==> src/rtl/multicycle_ctrl_fsm.sv <==
// Main control FSM of the multi-cycle RV32I core: sequences fetch/decode/execute/memory/writeback.
// Optional macro ILLEGAL_TRAP_EN sends unknown opcodes to a sticky TRAP state instead of a NOP.
module multicycle_ctrl_fsm #(
    parameter int MAX_WAIT = 15,
    parameter int WAIT_W   = 8
) (
    input  logic       clk,
    input  logic       rst,
    input  logic [6:0] op,
    input  logic [2:0] funct3,
    input  logic       zero,
    input  logic       mem_ready,
    output logic       pc_write,
    output logic       adr_src,
    output logic       mem_read,
    output logic       mem_write,
    output logic       ir_write,
    output logic       reg_write,
    output logic [1:0] result_src,
    output logic [1:0] alu_src_a,
    output logic [1:0] alu_src_b,
    output logic [1:0] alu_op,
    output logic [1:0] imm_src,
    output logic [3:0] state,
    output logic       instr_retired,
    output logic       mem_timeout
);

    typedef enum logic [3:0] {
        S_FETCH    = 4'd0,
        S_DECODE   = 4'd1,
        S_MEMADR   = 4'd2,
        S_MEMREAD  = 4'd3,
        S_MEMWB    = 4'd4,
        S_MEMWRITE = 4'd5,
        S_EXECR    = 4'd6,
        S_EXECI    = 4'd7,
        S_ALUWB    = 4'd8,
        S_JAL      = 4'd9,
        S_BRANCH   = 4'd10,
        S_TRAP     = 4'd11
    } state_t;

    localparam logic [6:0] OP_LOAD   = 7'b0000011;
    localparam logic [6:0] OP_STORE  = 7'b0100011;
    localparam logic [6:0] OP_RTYPE  = 7'b0110011;
    localparam logic [6:0] OP_ITYPE  = 7'b0010011;
    localparam logic [6:0] OP_JAL    = 7'b1101111;
    localparam logic [6:0] OP_BRANCH = 7'b1100011;

    state_t            st;
    logic [WAIT_W-1:0] wait_cnt;
    logic              in_wait;
    logic              at_limit;

    // Only states that stall on the memory handshake can time out.
    assign in_wait  = (st == S_FETCH) || (st == S_MEMREAD) || (st == S_MEMWRITE);
    assign at_limit = in_wait && !mem_ready && (wait_cnt == WAIT_W'(MAX_WAIT));
    assign state    = st;

    always_ff @(posedge clk or negedge rst) begin
        if (!rst) begin
            st       <= S_FETCH;
            wait_cnt <= '0;
        end else begin
            if (in_wait && !mem_ready && !at_limit) wait_cnt <= wait_cnt + WAIT_W'(1);
            else                                    wait_cnt <= '0;

            case (st)
                S_FETCH:    if (mem_ready) st <= S_DECODE;
                S_DECODE: begin
                    case (op)
                        OP_LOAD, OP_STORE: st <= S_MEMADR;
                        OP_RTYPE:          st <= S_EXECR;
                        OP_ITYPE:          st <= S_EXECI;
                        OP_JAL:            st <= S_JAL;
                        OP_BRANCH:         st <= S_BRANCH;
`ifdef ILLEGAL_TRAP_EN
                        default:           st <= S_TRAP;
`else
                        default:           st <= S_FETCH;
`endif
                    endcase
                end
                S_MEMADR:   st <= (op == OP_LOAD) ? S_MEMREAD : S_MEMWRITE;
                S_MEMREAD: begin
                    if (mem_ready)     st <= S_MEMWB;
                    else if (at_limit) st <= S_FETCH;
                end
                S_MEMWB:    st <= S_FETCH;
                S_MEMWRITE: if (mem_ready || at_limit) st <= S_FETCH;
                S_EXECR:    st <= S_ALUWB;
                S_EXECI:    st <= S_ALUWB;
                S_ALUWB:    st <= S_FETCH;
                S_JAL:      st <= S_ALUWB;
                S_BRANCH:   st <= S_FETCH;
                S_TRAP:     st <= S_TRAP;
                default:    st <= S_FETCH;
            endcase
        end
    end

    always_comb begin
        pc_write      = 1'b0;
        adr_src       = 1'b0;
        mem_read      = 1'b0;
        mem_write     = 1'b0;
        ir_write      = 1'b0;
        reg_write     = 1'b0;
        result_src    = 2'b00;
        alu_src_a     = 2'b00;
        alu_src_b     = 2'b00;
        alu_op        = 2'b00;
        instr_retired = 1'b0;
        mem_timeout   = 1'b0;
        if (rst) begin
            mem_timeout = at_limit;
            case (st)
                S_FETCH: begin
                    mem_read   = 1'b1;
                    alu_src_b  = 2'b10;
                    result_src = 2'b10;
                    ir_write   = mem_ready;
                    pc_write   = mem_ready;
                end
                S_DECODE: begin
                    alu_src_a = 2'b01;
                    alu_src_b = 2'b01;
                end
                S_MEMADR: begin
                    alu_src_a = 2'b10;
                    alu_src_b = 2'b01;
                end
                S_MEMREAD: begin
                    adr_src  = 1'b1;
                    mem_read = 1'b1;
                end
                S_MEMWB: begin
                    result_src    = 2'b01;
                    reg_write     = 1'b1;
                    instr_retired = 1'b1;
                end
                S_MEMWRITE: begin
                    adr_src       = 1'b1;
                    mem_write     = 1'b1;
                    instr_retired = mem_ready;
                end
                S_EXECR: begin
                    alu_src_a = 2'b10;
                    alu_op    = 2'b10;
                end
                S_EXECI: begin
                    alu_src_a = 2'b10;
                    alu_src_b = 2'b01;
                    alu_op    = 2'b10;
                end
                S_ALUWB: begin
                    reg_write     = 1'b1;
                    instr_retired = 1'b1;
                end
                S_JAL: begin
                    alu_src_a = 2'b01;
                    alu_src_b = 2'b10;
                    pc_write  = 1'b1;
                end
                S_BRANCH: begin
                    alu_src_a     = 2'b10;
                    alu_op        = 2'b01;
                    instr_retired = 1'b1;
                    // beq / bne only; other branch flavours never redirect
                    if (funct3 == 3'b000)      pc_write = zero;
                    else if (funct3 == 3'b001) pc_write = ~zero;
                end
                default: ;
            endcase
        end
    end

    always_comb begin
        case (op)
            OP_STORE:  imm_src = 2'b01;
            OP_BRANCH: imm_src = 2'b10;
            OP_JAL:    imm_src = 2'b11;
            default:   imm_src = 2'b00;
        endcase
    end

endmodule

==> config.mk <==
export PLATFORM = sky130hd
export DESIGN_NAME = multicycle_ctrl_fsm
export DESIGN_NICKNAME = d
export VERILOG_FILES = /design/src/rtl/multicycle_ctrl_fsm.sv
export SDC_FILE = /design/constraint.sdc
export NUM_CORES = 1
export LEC_CHECK = 0
export CAP_MARGIN = 20
export CORE_ASPECT_RATIO = 1.5
export CORE_MARGIN = 2
export CORE_UTILIZATION = 39
export CTS_CLUSTER_DIAMETER = 40
export DETAILED_ROUTE_END_ITERATION = 10
export PLACE_DENSITY = 0.76
export SYNTH_ARGS = -nofsm -noshare
export SYNTH_HDL_FRONTEND = slang
export SYNTH_SLANG_ARGS = --single-unit
==> constraint.sdc <==
create_clock -name clk -period 3.3 [get_ports clk]
set_clock_uncertainty 0.15 [all_clocks]
set_input_delay 0.66 -clock clk [delete_from_list [all_inputs] [get_ports clk]]
set_output_delay 0.66 -clock clk [all_outputs]
set_load 0.03 [all_outputs]
; Word level (Yosys, flattened, before mapping)
; Cells that the tools add are included.
; Widths: inputs -> output; s select.
[word_totals]
ff_bits = 12
latchBits = 0
ramBits = 0
romBits = 0
in_bits = 14
memories = 0
[classes]
n_addsub = 1
mul = 0
n_div = 0
order_cmp = 0
n_eq_ne = 22
n_shift = 0
muxes = 34
bitwise_logic = 1
n_reduce_logical = 22
[op_table]
columns = op, count
row1 = $pmux 4 s7, 1
row2 = $pmux 4 s5, 1
row3 = $eq 4x3->1 const B, 4
row4 = $eq 4x4->1 const B, 4
row5 = $mux 4, 4
row6 = $pmux 2 s2, 4
row7 = $mux 1, 15
row8 = $eq 7x6->1 const B, 2
row9 = $eq 7x7->1 const B, 2
row10 = $reduce_or 2->1, 7
row11 = $reduce_or 3->1, 3
row12 = $add 8x1->8 const B, 1
row13 = $eq 4x2->1 const B, 2
row14 = $eq 8x4->1 const B, 1
row15 = $mux 2, 4
row16 = $mux 8, 1
row17 = $eq 7x2->1 const B, 1
row18 = $eq 7x5->1 const B, 1
row19 = $pmux 2 s3, 1
row20 = $eq 4x1->1 const B, 1
row21 = $logic_not 4->1, 1
row22 = $reduce_or 4->1, 1
row23 = $eq 3x1->1 const B, 1
row24 = $logic_and 1x1->1, 3
row25 = 11 further kinds, 14

; Longest topological paths before layout
; Gate-level depths: netlist (run 1).
[depth]
word_depth = 8
mapped_depth = 6
mapped_depth_nobuf = 5

; Worst setup path after synthesis (run 1)
; No wires, ideal clock.
[synth_timing]
kind = reg2out
start = register st[1], in the netlist state[1]
end = output alu_src_b[0]
arrival_time_ns = 2.586
path_slack_ns = -0.096
path_stages_with_launch = 4
n_path_buf = 1
path_cell_list = dfrtp_1 -> clkbuf_1 -> nand2_1 -> a2111oi_0
[synth_between]
elab_chain_cells = 4
elab_cells_between_ends = 9
[synth_lines]
columns = item, line
row1 = from (decl), 51  ; state_t st;
row2 = from (signal assigned), 85  ; S_MEMADR: st <= (op == OP_LOAD) ? S_MEMREAD : S_MEMWRITE;
row3 = "$eq 4x3->1, or another cell as far along", 118  ; case (st)
row4 = $reduce_or 3->1 (no source line) / $reduce_or 2->1 (equally long branches), n/a
row5 = $pmux 2 s2 *, 118
row6 = $mux 2 *, 116  ; if (rst) begin
row7 = to (decl), 21  ; output logic [1:0] alu_src_b,
; Mark *: on every way between the ends. The rest lies on a longest branch, timed or not.

; Final worst setup path (run 1)
[layout_timing]
start = input op[3]
end = output imm_src[0]
[layout_between]
elab_chain_cells = 2
elab_cells_between_ends = 4
[layout_lines]
columns = item, line
row1 = from (decl), 9  ; input logic [6:0] op,
row2 = $eq 7x7->1 / $eq 7x6->1 (equally long branches), 180  ; case (op)
row3 = $pmux 2 s3 *, 180
row4 = to (decl), 23  ; output logic [1:0] imm_src,
; Marked as above.

==> flow_summary_export.csv, run 1 <==
group,metric,value,unit
run_status,status,"completed",
timing,grt_setup_unrepaired,"no",
timing,worst_slew_pin_slew,0.490,ns
logic_synthesis,synth-edff-count,0,
global_route,overflow,0,
clock_network,cts_resized,0,
routing,drt_first_iter_violations,20,
timing,fin_crit,3.16,ns
floorplan,die_h,64.4,um
power,power_frac_comb,51.3,%
global_route,grt_pass1_vias,995,
logic_synthesis,yosys_warnings,0,
min_path,holdCritPathClass,"reg -> reg",
routing,ant_nets,0,
logic_synthesis,synth.area.top_cells,"dfrtp_1 (32%), nor2_1 (7.5%), a21oi_1 (5.3%)",
routing,wl,2480,um
timing,finalSetupViolations,0,
floorplan,core-area,2260,um^2
timing,tns,0,ns
routing,drcViolationCount,0,
routing,drtPass1Iterations,4,
power,intPower,364,uW
global_route,track_usage,18.7,%
placed_design,pre_cts_ws,0.142,ns
setup_path,startpoint_type,"input port",
timing,slew_headroom,67.3,%
setup_path,path_max_fanout,5,
logic_synthesis,synth_cell_types,37,
layout,fillers,222,
timing,fin_crit_sh,95.7,%
placed_design,portBuffers,35,
clock_network,cts_buffers,3,
logic_synthesis,syn-cell-area,950,um^2
routing,wl_per_cell,13.7,um
setup_path,cp.required,2.49,ns
logic_synthesis,netlist_top_cells_count,"nor2_1 (19), dfrtp_1 (12), a21oi_1 (10), inv_1 (7), nand2_1 (7)",
power,pwr-share-seq,31.1,%
global_route,grt_max_degree,17,
min_path,hp-start,"wait_cnt[0]",
logic_synthesis,syn_avg_cell_area,7.91,um^2
logic_synthesis,synth_top_flop_cell,"dfrtp_1",
setup_path,timing.rr.start,"state[3]",
routing,vias,1035,
power,ir_worst_vdd,267,uV
setup_path,worst-setup-path-type,"in -> out",
clock_network,ctsHoldBuffers,0,
clock_network,postCtsSetupBuffers,0,
logic_synthesis,syn-num-nets,135,
logic_synthesis,synth_seq_area_share,31.6,%
timing,worst_slack,0.143,ns
routing,viasPerCell,5.72,
clock_network,htreeDepth,1,
setup_path,timing.critical_path.from,"op[3]",
clock_network,cts.clk_slew.worst_paths,0.07,ns
layout,final_nets,174,
power,power_frac_clock,17.6,%
power,power,643,uW
timing,hold_violations,0,
flow_run,cap_violations,0,
power,switching_power,278,uW
logic_synthesis,netlist.area_leader.share,31.6,%
setup_path,cp.arrival,2.35,ns
power,p_leak,0.568,nW
placed_design,gp_congestion,0.882,
clock_network,cts_tree,"built",
logic_synthesis,async_reset_ff_share,100,%
floorplan,start_util,42.0,%
timing,max_clock_freq,0.317,GHz
layout,fin_cells,181,
power,p_per_area,484,nW/um^2
global_route,antenna_found_initial,0,
setup_path,setup.worst_path.end_class,"output pin",
logic_synthesis,syn_inst,120,
clock_network,cts_buffer_depth,2,
power,netSwitchingFraction,43.3,%
global_route,grt_pass1_wl,4160,um
floorplan,rows,21,
layout,drive_gt1_share,16.5,%
layout,syn_to_final_growth,39.9,%
logic_synthesis,synth-seq-cells,12,
clock_network,root_buffer,"clkbuf_4",
floorplan,die_w,44.3,um
layout,diodes,0,
logic_synthesis,synth_top_cell_by_area,"dfrtp_1",
floorplan,ioPinCount,36,
timing,finalMaxSlewViolations,0,
clock_network,cts.sinks,12,
logic_synthesis,yosysMostFrequentCell,"nor2_1",
clock_network,insertion_delay,0.27,ns
floorplan,die_area,2850,um^2
placed_design,post-dp-hpwl,2010,um
placed_design,place_inst,177,
-- path summary, 6_finish.rpt --
check,endpoint,slack (ns),cells past startpoint
setup / recovery,imm_src[0],0.14,6
hold / removal,wait_cnt[0],0.31,1
setup reg to reg,state[0],1.22,5
hold reg to reg,wait_cnt[0],0.31,1
max in group asynchronous,wait_cnt[6],2.20,2
min in group asynchronous,state[0],0.42,1
-- metrics by stage --
step,hold WS [ns],util (%),area (um^2)
2_1_floorplan,0.214,-,951
3_3_place_gp,0.291,57.2,1290
3_5_place_dp,0.309,57.2,1290
4_1_cts,0.319,58.8,1330
5_1_grt,0.349,58.8,1330
6_report,0.313,58.8,1330
-- area by class of cell --
class / count / area [um^2] / area share (%)
inverters: 7 / 26.3 / 1.98
well taps: 23 / 28.8 / 2.17
flip-flops and latches: 12 / 300 / 22.6
multi-input cells: 95 / 587 / 44.2
clock buffers: 4 / 36.3 / 2.73
repair buffers: 40 / 350 / 26.4
-- worst max-delay path, stage by stage --
cell and delay, ns:
clkdlybuf4s50_1 0.41, nand4bb_1 0.28, nor2_1 0.18, a21oi_1 0.06
nor2_1 0.08, clkdlybuf4s50_1 0.67
-- registers in the layout, summed over array words and instances (netlist names) --
signal / count
wait_cnt: 8
state: 4
-- power by group through the flow --
stage                     logic [mW]  clock network (mW)  registers, mW
after floorplan                0.225                   0          0.196
after global placement         0.321                   0          0.203
after detailed placement       0.329                   0          0.202
after CTS                      0.331               0.118          0.199
after global routing           0.356               0.122          0.205
final                          0.330               0.113          0.200
-- layout by cell type (no fill, tap or decap), types with 2 or more instances in the layout --
cell type        instances
o31ai_1                  2
o21ai_0                  3
nor4_1                   4
or3_1                    3
or4_1                    2
a21oi_1                 10
o22ai_1                  2
clkbuf_4                 3
a211oi_1                 2
nand4_1                  2
nand2_1                  7
inv_1                    7
nand2b_1                 2
dfrtp_1                 12
o22a_1                   2
nor2_1                  19
buf_4                   20
nand3_1                  4
xnor2_1                  5
nand4bb_1                2
clkdlybuf4s50_1         20
nor3_1                   4
xor2_1                   5
and2_1                   2
-- per-layer routing --
metal  part of all wire, %  vias up  track usage (%)  wire length, um
met4                   1.9        0             7.20               48
li1                      -      514                -                -
met2                    51       46             35.8             1270
met3                   6.3        5             2.51              156
met5                     0        -                0                0
met1                    41      470             19.2             1010
-- logic make-up (layout without fill, tap and decap cells) --
family                   count (synthesis)  after routing  synth area share (%)
AND/OR/NAND/NOR                         56             56                  31.1
AO/OA/AOI/OAI                           28             28                  20.0
buffers and inverters                   13             51                  6.72
flip-flops                              12             12                  31.6
XOR/XNOR                                10             10                  9.22
adder cells (fa/ha/maj)                  1              1                  1.32
Power figures use the tool's default switching activity.
==> run 2, diff against run 1 <==
CTS_CLUSTER_DIAMETER = 50   (was 40)
==> results of run 2 <==
Final layout, timing and power as in run 1 (identical DEF).
==> run 3, diff against run 2 <==
MAX_ROUTING_LAYER = met4   (was unset)
==> run 3 against run 2 <==
Non-clock buffer count stayed put. Sequential share of layout area stayed put. Critical path type unchanged. Largest cell class unchanged. Core utilization stayed put. Wire length is 0.40% higher. Largest power group unchanged.
==> flow_summary_export.csv, run 3 (synthesis results as in run 1) <==
group,metric,value,unit
run_status,status,"completed",
setup_path,rr_endpoint,"state[0]",
layout,top_register,"wait_cnt",
power,switching_power,279,uW
global_route,grt_pass1_wl,4130,um
flow_run,cap_violations,0,
routing,drt_first_iter_violations,14,
global_route,grt_pass1_vias,994,
routing,drcViolationCount,0,
setup_path,worst-setup-path-type,"in -> out",
timing,worst_slew_pin_slew,0.497,ns
timing,fin_crit,3.16,ns
timing,finalMaxSlewViolations,0,
timing,max_clock_freq,0.317,GHz
layout,final_nets,174,
timing,slew_headroom,66.9,%
clock_network,cts_buffer_depth,2,
clock_network,htreeDepth,1,
clock_network,cts.sinks,12,
min_path,holdPathStages,1,
routing,viasPerCell,5.74,
placed_design,gp_congestion,0.896,
power,power_frac_clock,17.7,%
setup_path,r2r_cells,5,
timing,finalSetupViolations,0,
power,intPower,364,uW
clock_network,root_buffer,"clkbuf_4",
layout,final_design_area_no_fill,1330,um^2
timing,grt_setup_unrepaired,"no",
setup_path,timing.rr.start,"state[3]",
setup_path,path_max_fanout,5,
setup_path,cp.required,2.49,ns
clock_network,cts.clk_slew.worst_paths,0.07,ns
power,p_per_area,484,nW/um^2
placed_design,post-dp-hpwl,2010,um
layout,drive_gt1_share,16.5,%
power,p_leak,0.568,nW
floorplan,rows,21,
setup_path,cp.arrival,2.35,ns
global_route,track_usage,19.0,%
timing,hold_violations,0,
power,ir_worst_vdd,266,uV
routing,drtPass1Iterations,4,
layout,layout_common_cells,"clkdlybuf4s50_1 (20), buf_4 (20), nor2_1 (19), dfrtp_1 (12), a21oi_1 (10)",
floorplan,start_util,42.0,%
placed_design,placed_area,1290,um^2
setup_path,startpoint_type,"input port",
floorplan,die_area,2850,um^2
routing,ant_nets,0,
floorplan,die_h,64.4,um
clock_network,ctsHoldBuffers,0,
global_route,grt_max_degree,17,
timing,tns,0,ns
min_path,whs_endpoint,"wait_cnt[0]",
global_route,antenna_found_initial,0,
clock_network,cts_tree,"built",
floorplan,core-area,2260,um^2
setup_path,setup.worst_path.end_class,"output pin",
power,pwr-share-seq,31.1,%
layout,diodes,0,
routing,wl_per_cell,13.8,um
placed_design,pre_cts_ws,0.142,ns
routing,wl,2490,um
min_path,holdCritPathClass,"reg -> reg",
routing,vias,1039,
floorplan,ioPinCount,36,
placed_design,portBuffers,35,
layout,syn_to_final_growth,39.9,%
power,netSwitchingFraction,43.4,%
clock_network,insertion_delay,0.28,ns
min_path,hp-start,"wait_cnt[0]",
layout,largest_register_ffs,8,
timing,worst_slack,0.143,ns
setup_path,r2r_setup_slack,1.23,ns
clock_network,cts_buffers,3,
power,power_frac_comb,51.1,%
floorplan,die_w,44.3,um
clock_network,postCtsSetupBuffers,0,
clock_network,cts_resized,0,
global_route,overflow,0,
timing,fin_crit_sh,95.7,%
-- run 3: final cells by class --
type / count / area, um^2
Clock buffer: 4 / 36.3
Fill cell: 222 / 931
Inverter: 7 / 26.3
Multi-Input combinational cell: 95 / 587
Sequential cell: 12 / 300
Tap cell: 23 / 28.8
Timing Repair Buffer: 40 / 350
-- run 3: power by group through the flow --
| stage | clock, mW | sequential [mW] | combinational (mW) |
|---|---|---|---|
| 3_3_place_gp | 0 | 0.203 | 0.321 |
| 2_1_floorplan | 0 | 0.196 | 0.225 |
| 4_1_cts | 0.118 | 0.199 | 0.331 |
| 3_5_place_dp | 0 | 0.202 | 0.329 |
| 5_1_grt | 0.122 | 0.205 | 0.356 |
| 6_report | 0.114 | 0.200 | 0.329 |
-- run 3: how the worst max path moves through the flow --
stage	slack, ns	startpoint	to	cells past startpoint
4_1_cts	0.14	op[3]	imm_src[0]	6
5_1_grt	0.01	op[3]	imm_src[0]	6
3_5_place_dp	0.14	op[3]	imm_src[0]	6
6_report	0.14	op[3]	imm_src[0]	6
3_3_place_gp	0.18	op[3]	imm_src[0]	6
2_1_floorplan	0.23	state[2]	mem_timeout	4
-- run 3: metal layers --
| layer | track usage, % | routed length (um) | up-vias |
|---|---|---|---|
| li1 | - | - | 511 |
| met5 | - | 0 | - |
| met3 | 2.51 | 131 | 7 |
| met1 | 18.9 | 1060 | 484 |
| met2 | 35.8 | 1250 | 37 |
| met4 | 7.20 | 58 | 0 |
-- run 3: worst max-delay path, stage by stage --
cell and delay [ns]:
clkdlybuf4s50_1 0.41, nand4bb_1 0.28, nor2_1 0.18, a21oi_1 0.06, nor2_1 0.08, clkdlybuf4s50_1 0.67
-- run 3: per-stage QoR --
| stage | power, mW | hold slack, ns | util [%] | std cells |
|---|---|---|---|---|
| final | 0.644 | 0.315 | 58.8 | 181 |
| after global routing | 0.683 | 0.349 | 58.8 | 181 |
| after CTS | 0.649 | 0.319 | 58.8 | 181 |
| after detailed placement | 0.531 | 0.309 | 57.2 | 177 |
| after global placement | 0.524 | 0.291 | 57.2 | 177 |
| after floorplan | 0.421 | 0.214 | - | 120 |
